===== src/rtl/branch_predictor_if.sv =====
// Fetch/execute-facing bundle for the branch predictor: lookup, training and perf counters.
interface branch_predictor_if;
    logic        bp_enable;
    logic        bp_flush;
    logic [31:0] fetch_pc;
    logic        pred_taken;
    logic [31:0] pred_target;
    logic        upd_valid;
    logic [31:0] upd_pc;
    logic        upd_taken;
    logic [31:0] upd_target;
    logic        upd_mispredict;
    logic [31:0] br_count;
    logic [31:0] mispred_count;

    // Pipeline side: drives fetch PC and resolution reports, consumes predictions.
    modport master (
        output bp_enable, bp_flush, fetch_pc,
        output upd_valid, upd_pc, upd_taken, upd_target, upd_mispredict,
        input  pred_taken, pred_target, br_count, mispred_count
    );

    // Predictor side.
    modport slave (
        input  bp_enable, bp_flush, fetch_pc,
        input  upd_valid, upd_pc, upd_taken, upd_target, upd_mispredict,
        output pred_taken, pred_target, br_count, mispred_count
    );
endinterface


===== src/rtl/branch_predictor.sv =====
// Direct-mapped branch target buffer with 2-bit saturating direction counters.
// Lookup is combinational; training and perf counters update on the rising edge.
module branch_predictor #(
    parameter int unsigned ENTRIES = 16
) (
    input logic              clk,
    input logic              rst_n,
    branch_predictor_if.slave bus
);
    localparam int unsigned IDX  = $clog2(ENTRIES);
    localparam int unsigned TAGW = 30 - IDX;

    logic [ENTRIES-1:0] valid_q, valid_d;
    logic [TAGW-1:0]    tag_q    [ENTRIES];
    logic [TAGW-1:0]    tag_d    [ENTRIES];
    logic [31:0]        target_q [ENTRIES];
    logic [31:0]        target_d [ENTRIES];
    logic [1:0]         ctr_q    [ENTRIES];
    logic [1:0]         ctr_d    [ENTRIES];
    logic [31:0]        br_count_q, br_count_d;
    logic [31:0]        mispred_count_q, mispred_count_d;

    logic [IDX-1:0]  fetch_idx, upd_idx;
    logic [TAGW-1:0] fetch_tag, upd_tag;
    logic            fetch_hit, upd_hit;

    assign fetch_idx = bus.fetch_pc[IDX+1:2];
    assign fetch_tag = bus.fetch_pc[31:IDX+2];
    assign upd_idx   = bus.upd_pc[IDX+1:2];
    assign upd_tag   = bus.upd_pc[31:IDX+2];

    // Byte-offset bits never take part in indexing or tagging.
    logic unused_pc_lsbs;
    assign unused_pc_lsbs = ^{bus.fetch_pc[1:0], bus.upd_pc[1:0]};

    // Lookup against registered state only, so a same-cycle update is not visible.
    always_comb begin
        fetch_hit       = valid_q[fetch_idx] && (tag_q[fetch_idx] == fetch_tag);
        upd_hit         = valid_q[upd_idx] && (tag_q[upd_idx] == upd_tag);
        bus.pred_taken  = bus.bp_enable && fetch_hit && ctr_q[fetch_idx][1];
        bus.pred_target = fetch_hit ? target_q[fetch_idx] : bus.fetch_pc + 32'd4;
    end

    assign bus.br_count      = br_count_q;
    assign bus.mispred_count = mispred_count_q;

    // Next-state for table training, allocation, flush and perf counters.
    always_comb begin
        valid_d         = valid_q;
        tag_d           = tag_q;
        target_d        = target_q;
        ctr_d           = ctr_q;
        br_count_d      = br_count_q;
        mispred_count_d = mispred_count_q;
        if (bus.upd_valid) begin
            br_count_d      = br_count_q + 32'd1;
            mispred_count_d = mispred_count_q + {31'd0, bus.upd_mispredict};
            if (upd_hit) begin
                if (bus.upd_taken) begin
                    if (ctr_q[upd_idx] != 2'b11) begin
                        ctr_d[upd_idx] = ctr_q[upd_idx] + 2'b01;
                    end
                    target_d[upd_idx] = bus.upd_target;
                end else if (ctr_q[upd_idx] != 2'b00) begin
                    ctr_d[upd_idx] = ctr_q[upd_idx] - 2'b01;
                end
            end else if (bus.upd_taken) begin
                valid_d[upd_idx]  = 1'b1;
                tag_d[upd_idx]    = upd_tag;
                target_d[upd_idx] = bus.upd_target;
                ctr_d[upd_idx]    = 2'b10;
            end
        end
        // Flush wins over a same-cycle allocate.
        if (bus.bp_flush) begin
            valid_d = '0;
        end
    end

    // Valid bits, counters and perf counters: synchronous reset.
    always_ff @(posedge clk) begin
        if (!rst_n) begin
            valid_q         <= '0;
            ctr_q           <= '{default: 2'b01};
            br_count_q      <= '0;
            mispred_count_q <= '0;
        end else begin
            valid_q         <= valid_d;
            ctr_q           <= ctr_d;
            br_count_q      <= br_count_d;
            mispred_count_q <= mispred_count_d;
        end
    end

    // Tags and targets are qualified by valid, so they need no reset.
    always_ff @(posedge clk) begin
        tag_q    <= tag_d;
        target_q <= target_d;
    end
endmodule


===== src/flat_wrapper.sv =====
// flat-port wrapper written by rule: the top's interface ports become plain ports
module branch_predictor_flat 
#(
    parameter int unsigned ENTRIES = 16
)
  (clk, rst_n, bus_bp_enable, bus_bp_flush, bus_fetch_pc, bus_upd_valid, bus_upd_pc, bus_upd_taken, bus_upd_target, bus_upd_mispredict, bus_pred_taken, bus_pred_target, bus_br_count, bus_mispred_count);
  branch_predictor_if bus_i ();
  input logic clk;
  input logic rst_n;
  input wire logic [$bits(bus_i.bp_enable)-1:0] bus_bp_enable;
  input wire logic [$bits(bus_i.bp_flush)-1:0] bus_bp_flush;
  input wire logic [$bits(bus_i.fetch_pc)-1:0] bus_fetch_pc;
  input wire logic [$bits(bus_i.upd_valid)-1:0] bus_upd_valid;
  input wire logic [$bits(bus_i.upd_pc)-1:0] bus_upd_pc;
  input wire logic [$bits(bus_i.upd_taken)-1:0] bus_upd_taken;
  input wire logic [$bits(bus_i.upd_target)-1:0] bus_upd_target;
  input wire logic [$bits(bus_i.upd_mispredict)-1:0] bus_upd_mispredict;
  output wire logic [$bits(bus_i.pred_taken)-1:0] bus_pred_taken;
  output wire logic [$bits(bus_i.pred_target)-1:0] bus_pred_target;
  output wire logic [$bits(bus_i.br_count)-1:0] bus_br_count;
  output wire logic [$bits(bus_i.mispred_count)-1:0] bus_mispred_count;
  assign bus_i.bp_enable = bus_bp_enable;
  assign bus_i.bp_flush = bus_bp_flush;
  assign bus_i.fetch_pc = bus_fetch_pc;
  assign bus_i.upd_valid = bus_upd_valid;
  assign bus_i.upd_pc = bus_upd_pc;
  assign bus_i.upd_taken = bus_upd_taken;
  assign bus_i.upd_target = bus_upd_target;
  assign bus_i.upd_mispredict = bus_upd_mispredict;
  assign bus_pred_taken = bus_i.pred_taken;
  assign bus_pred_target = bus_i.pred_target;
  assign bus_br_count = bus_i.br_count;
  assign bus_mispred_count = bus_i.mispred_count;
  branch_predictor #(.ENTRIES(ENTRIES)) u_core (.clk(clk), .rst_n(rst_n), .bus(bus_i));
endmodule

===== config.mk =====
export PLATFORM = sky130hd
export DESIGN_NAME = branch_predictor_flat
export DESIGN_NICKNAME = d
export VERILOG_FILES = /design/src/rtl/branch_predictor_if.sv /design/src/rtl/branch_predictor.sv /design/src/flat_wrapper.sv
export SDC_FILE = /design/constraint.sdc
export NUM_CORES = 1
export LEC_CHECK = 0
export ABC_AREA = 1
export CORE_ASPECT_RATIO = 0.9
export CORE_MARGIN = 8
export CORE_UTILIZATION = 50
export CTS_BUF_LIST = sky130_fd_sc_hd__clkbuf_8
export DETAILED_ROUTE_END_ITERATION = 8
export PLACE_DENSITY = 0.68
export RECOVER_POWER = 100
export SLEW_MARGIN = 20
export SYNTH_ARGS = -nofsm -noshare
export SYNTH_HDL_FRONTEND = slang
export SYNTH_SLANG_ARGS = --single-unit

===== constraint.sdc =====
create_clock -name clk -period 5.63 [get_ports clk]
set_input_delay 1.689 -clock clk [delete_from_list [all_inputs] [get_ports clk]]
set_output_delay 1.689 -clock clk [all_outputs]
set_load 0.01 [all_outputs]

# Word-level counts from Yosys, hierarchy flattened
# Index checks and enable logic that the tools add are counted.
[word_totals]
romBits = 0
mem_count = 0
latchBits = 0
wordCells = 124
reg_bits = 1040
ram_bits = 0
[op_classes]
n_reduce_logical = 13
eq_ne = 4
multipliers = 0
order_cmp = 6
shift = 0
n_div = 0
n_mux = 37
bitwise_logic = 8
n_addsub = 5
[ops]
columns = ["cell", "count"]
rows = [
  ["512-bit bitwise mux", 1],
  ["416-bit bitwise mux", 1],
  ["32-bit 2-to-1 mux", 9],
  ["26-bit binary-select mux with 4-bit select", 2],
  ["26-bit 2-to-1 mux", 5],
  ["32-bit binary-select mux with 4-bit select", 1],
  ["32-bit demux with 4-bit select", 1],
  ["26-bit demux with 4-bit select", 1],
  ["32-bit bitwise mux", 2],
  ["26-bit == test", 2],
  ["32-bit by 1-bit adder with 32-bit output", 1],
  ["32-bit by 1-bit adder with 32-bit output (second input constant)", 1],
  ["32-bit by 3-bit adder with 32-bit output (second input constant)", 1],
  ["16-bit OR", 2],
  ["16-bit bitwise AND", 1],
  ["2-bit binary-select mux with 4-bit select", 2],
  ["16-bit inverter", 1],
  ["5-bit >= comparator (second input constant)", 2],
  ["4-bit by 5-bit < comparator with 1-bit output (second input constant)", 2],
  ["2-bit 2-to-1 mux", 5],
  ["4-bit inverter with 5-bit output", 2],
  ["1-bit binary-select mux with 4-bit select", 2],
  ["2-bit demux with 4-bit select", 1],
  ["1-bit logical AND", 6],
  ["14 further kinds", 19],
]

# Depth between registers and ports, before layout
[depth]
word_depth = 9
ltp_mapped = 24

# Worst setup path before layout
# No wires, ideal clock.
[synth_timing]
kind = "input -> output"
from = "in bus_fetch_pc[3]"
to = "out bus_pred_target[31]"
path_stages = 16
path_buffers = 3
path_slack_ns = 0.162
t_arrival_ns = 3.779
cell_sequence = "buf_2 -> buf_4 -> buf_4 -> nand3_1 -> nor2_1 -> nand3b_1 -> nor2_2 -> nand4_1 -> nor2_1 -> nand2_1 -> nor3_2 -> nand2_1 -> nor4_2 -> xor2_1 -> nand2_1 -> nand2_1"
[synth_via]
elab_chain_len = 7
word_cells_on_any_way = 13
cone_classes = "add/sub: 1; eq/ne: 1; mux: 9; bitwise: 1; reduce/logical: 1"
[synth_lines]
columns = ["item", "line", "text"]
rows = [
  ["start, declared", "flat_wrapper.sv:12", "input wire logic [$bits(bus_i.fetch_pc)-1:0] bus_fetch_pc;"],
  ["4-bit inverter with 5-bit output (implied by the code)", "branch_predictor.sv:38, branch_predictor.sv:41", ""],
  ["26-bit binary-select mux with 4-bit select", "branch_predictor.sv:38", "fetch_hit = valid_q[fetch_idx] && (tag_q[fetch_idx] == fetch_tag);"],
  ["26-bit 2-to-1 mux (implied by the code) (2 in series)", "branch_predictor.sv:38", ""],
  ["26-bit == test", "branch_predictor.sv:38", ""],
  ["1-bit logical AND", "branch_predictor.sv:38", ""],
  ["32-bit 2-to-1 mux *", "branch_predictor.sv:41", "bus.pred_target = fetch_hit ? target_q[fetch_idx] : bus.fetch_pc + 32'd4;"],
  ["end, declared", "flat_wrapper.sv:19", "output wire logic [$bits(bus_i.pred_target)-1:0] bus_pred_target;"],
]
# Mark *: on every way between the ends. The rest lies on a longest branch, timed or not. The select of a mux whose other input is x is not followed.

# Worst setup path after layout
[layout_timing]
from = "in bus_fetch_pc[2]"
to = "out bus_pred_target[2]"
# Same word-level chain as after synthesis.

==> summary.md <==
| Metric | Value |
|---|---|
| Status | `finished, violations left` |
| Failing checks | `max-capacitance violations, max-slew violations, negative setup slack` |
| Vias in the first global route | `38.2k` |
| Port Buf Inserts | `197` |
| Hold Buf Count CTS | `0` |
| Nets | `between 5k and 6k` |
| Worst R2R Setup Slack | `2390 ps` |
| Overall global routing resource usage | `0.291` |
| Worst EP required | `3940 ps` |
| Arrival time worst endpoint | `4310 ps` |
| Hold_ws | `466 ps` |
| Register area share after synthesis | `0.621` |
| Final core occ | `0.618` |
| DR vias | `41.1k` |
| Worst skew pair latency | `910 ps` |
| Synth top cells by count | `nand2_1, edfxtp_1, o21ai_0` |
| RR Endpoint | `u_core.tag_q[300]` |
| Power per cell area | `282 mW/mm2` |
| WL/cell | `roughly 23 um` |
| Via density | `5.86` |
| Max-slew violation count | `124` |
| Lkg Pwr | `about 0.023 uW` |
| Fmax | `167 MHz` |
| Initial core utilization | `0.504` |
| CP max FO | `85` |
| Worst Hold Class | `register to register` |
| First-pass GRT wire length | `~240000 um` |
| Iteration-0 DRC Markers | `approximately 5.3k` |
| RD Place Congestion | `0.925` |
| Num CTS Buffers | `roughly 170` |
| # setup viols final | `374` |
| Pre-antenna DRT Iters | `6` |
| Synthesized netlist cell count | `5128` |
| Share of layout cells above drive strength 1 | `0.148` |
| Tcrit/Tclk final | `1.07` |
| CTS Buffer Depth | `3` |
| Slew @ Worst Pin | `about 3100 ps` |
| Initial antenna violation count | `25` |
| Worst Setup Path Type | `input port to primary output` |
| Area grow syn2layout | `22.7%` |
| Crit path to | `bus_pred_target[2]` |
| Gr ovfl total | `0` |
| Reg-to-Reg Start | `u_core.tag_q[279]` |
| Worst setup path startpoint | `bus_fetch_pc[2]` |
| Filler Cell Count | `a little under 8k` |
| Synth Cell Area | `around 0.049 mm2` |
| Synthesis warning total | `0` |
| Antenna Nets Post-Route | `0` |
| EDFF count, synth | `928` |
| Post-layout min period | `roughly 6000 ps` |
| Area leader, netlist | `edfxtp_1` |
| #FFs+latches synth | `between 1k and 1.5k` |
| Clk_skew | `~67 ps` |
| CP Launch Type | `input port` |
| Worst slew margin | `-1.07` |
| FFs w/ async S/R, synth | `0` |
| Primary FF master, synth | `edfxtp_1` |
| Core ar. | `0.0963 mm2` |
| Final WS setup | `-371 ps` |
| Die Span Y | `about 310 um` |
| Chip width | `344 um` |
| Most common cell in the netlist | `nand2_1` |
| Dominant cells by area after synthesis | `edfxtp_1, nand2_1, o21ai_0` |
| Worst Reg-to-Reg Cells | `18` |
| Setup crit end kind | `primary output` |
| DR DRC count | `0` |
| Number of library cell types mapped by synthesis | `45` |
| Max_cap viols | `4` |
| Detailed placement HPWL | `between 90000 and 100000 um` |
| H-Tree Depth | `4` |
| Clk slew on worst S/H paths | `~60 ps` |
| Pin count of the biggest net entering global routing | `106` |
| # rows | `108` |
| WL final | `162000 um` |
| Root Buffer | `clkbuf_8` |
| CTS tree | `yes` |
| Synth top area share | `0.574` |
| Num Clock Sinks | `around 1.0k` |
| Unrepaired setup endpoints after global routing | `yes` |
| Final hold violation count | `0` |
| IR drop worst, VDD | `0.170 mV` |
| Synthesized Nets | `5237` |
| Post-Syn Area per Cell | `9.46 um2` |
| Ports | `200` |
| Die area | `between 0.1 and 0.15 mm2` |
cell type report:
| class | instances | area [um2] | share of cell area |
|---|---|---|---|
| well taps | 1265 | 1580 | 0.0266 |
| repair inverters | 1 | 30.0 | 0.000504 |
| clock inverters | 130 | 828 | 0.0139 |
| multi-input cells | 3426 | 16700 | 0.281 |
| inverters | 353 | 1370 | 0.0230 |
| repair buffers | 625 | 6500 | 0.109 |
| flip-flops and latches | 1040 | 30100 | 0.506 |
| diodes | 11 | 27.5 | 0.000462 |
| clock buffers | 172 | 2370 | 0.0398 |
where the power goes:
group / switching (uW) / leakage [uW] / internal [uW]
logic: 1250 / 0.0119 / 707
clock network: 3140 / 0.00183 / 3170
registers: 29.1 / 0.00927 / 8500
total: 4430 / 0.0230 / 12400
critical path: stages:
cell	delay [ps]
buf_16	150
buf_16	170
buf_16	150
buf_12	140
buf_4	140
buf_12	200
o21ai_0	210
o22ai_1	100
o211a_1	210
a221oi_1	800
o21ai_2	110
buf_2	170
routing by layer:
metal / routed length (um) / GRT usage / up-vias
met1: 65500 / 0.409 / 19500
met5: 32 / 0 / -
met2: 70100 / 0.428 / 2462
met3: 20900 / 0.0810 / 393
li1: - / - / 18800
met4: 5990 / 0.112 / 6
placed cells by master (no fill, tap or decap), drive strengths merged, types with 12 or more instances in the layout:
| cell | netlist | final |
|---|---|---|
| clkinv | 2 | 77 |
| o21ai | 715 | 715 |
| a221oi | 12 | 12 |
| buf | 105 | 414 |
| nor2 | 644 | 644 |
| xor2 | 38 | 38 |
| nand2 | 1242 | 1242 |
| nand4 | 64 | 64 |
| dlygate4sd3 | 0 | 124 |
| o221ai | 54 | 54 |
| nor3 | 47 | 47 |
| clkdlybuf4s50 | 0 | 27 |
| o211ai | 38 | 38 |
| inv | 351 | 400 |
| clkbuf | 204 | 219 |
| edfxtp | 928 | 928 |
| dfxtp | 112 | 112 |
| o22ai | 92 | 92 |
| a21oi | 199 | 199 |
| nand3 | 194 | 194 |
cells by family after synthesis:
group           count (synthesis)  synth area share
fa+ha+maj                       6           0.00155
buf+inv                       662            0.0541
compound gates               1152             0.131
xor+xnor                       41           0.00740
flops                        1040             0.621
simple gates                 2227             0.185
stage by stage:
stage / total power, uW / setup TNS (ps) / worst slack [ps] / cells / instance area [um2]
finish: 16800 / -39100 / -371 / 7023 / 59500
global route: 17300 / -94420 / -418 / 7018 / 59500
CTS: 16800 / -5670 / -269 / 6994 / 59000
detailed placement: 10400 / -36180 / -1220 / 6643 / 54500
global placement: 10400 / -35320 / -1200 / 6643 / 54500
floorplan: 9540 / 0 / 162 / 5128 / 48500
how the worst min path moves through the flow:
stage                                             from                      endpoint  slack, ps  depth (start not counted)
after floorplan                     u_core.valid_q[14]            u_core.valid_q[14]        440                          2
after global placement    u_core.bus.mispred_count[31]  u_core.bus.mispred_count[31]        460                          2
after detailed placement  u_core.bus.mispred_count[31]  u_core.bus.mispred_count[31]        460                          2
after CTS                 u_core.bus.mispred_count[31]  u_core.bus.mispred_count[31]        470                          2
after global routing      u_core.bus.mispred_count[31]  u_core.bus.mispred_count[31]        490                          2
final                     u_core.bus.mispred_count[31]  u_core.bus.mispred_count[31]        470                          2
flip-flops by register name, indices dropped and copies added, names as in the netlist:
register                  flops
u_core.tag_q                416
u_core.target_q             512
u_core.bus.mispred_count     32
u_core.valid_q               16
u_core.ctr_q                 32
u_core.bus.br_count          32
what timing repair did:
| item | in CTS | in global routing |
|---|---|---|
| cloned | 19 | 4 |
| setup buffers | 30 | 20 |
| gates resized for setup | 368 | 171 |
| hold endpoints to repair | 0 | 0 |
| pin swaps | 50 | 62 |
| endpoints found under the setup margin | 33 | 33 |
Note: power is estimated with default switching activity, not from simulation.
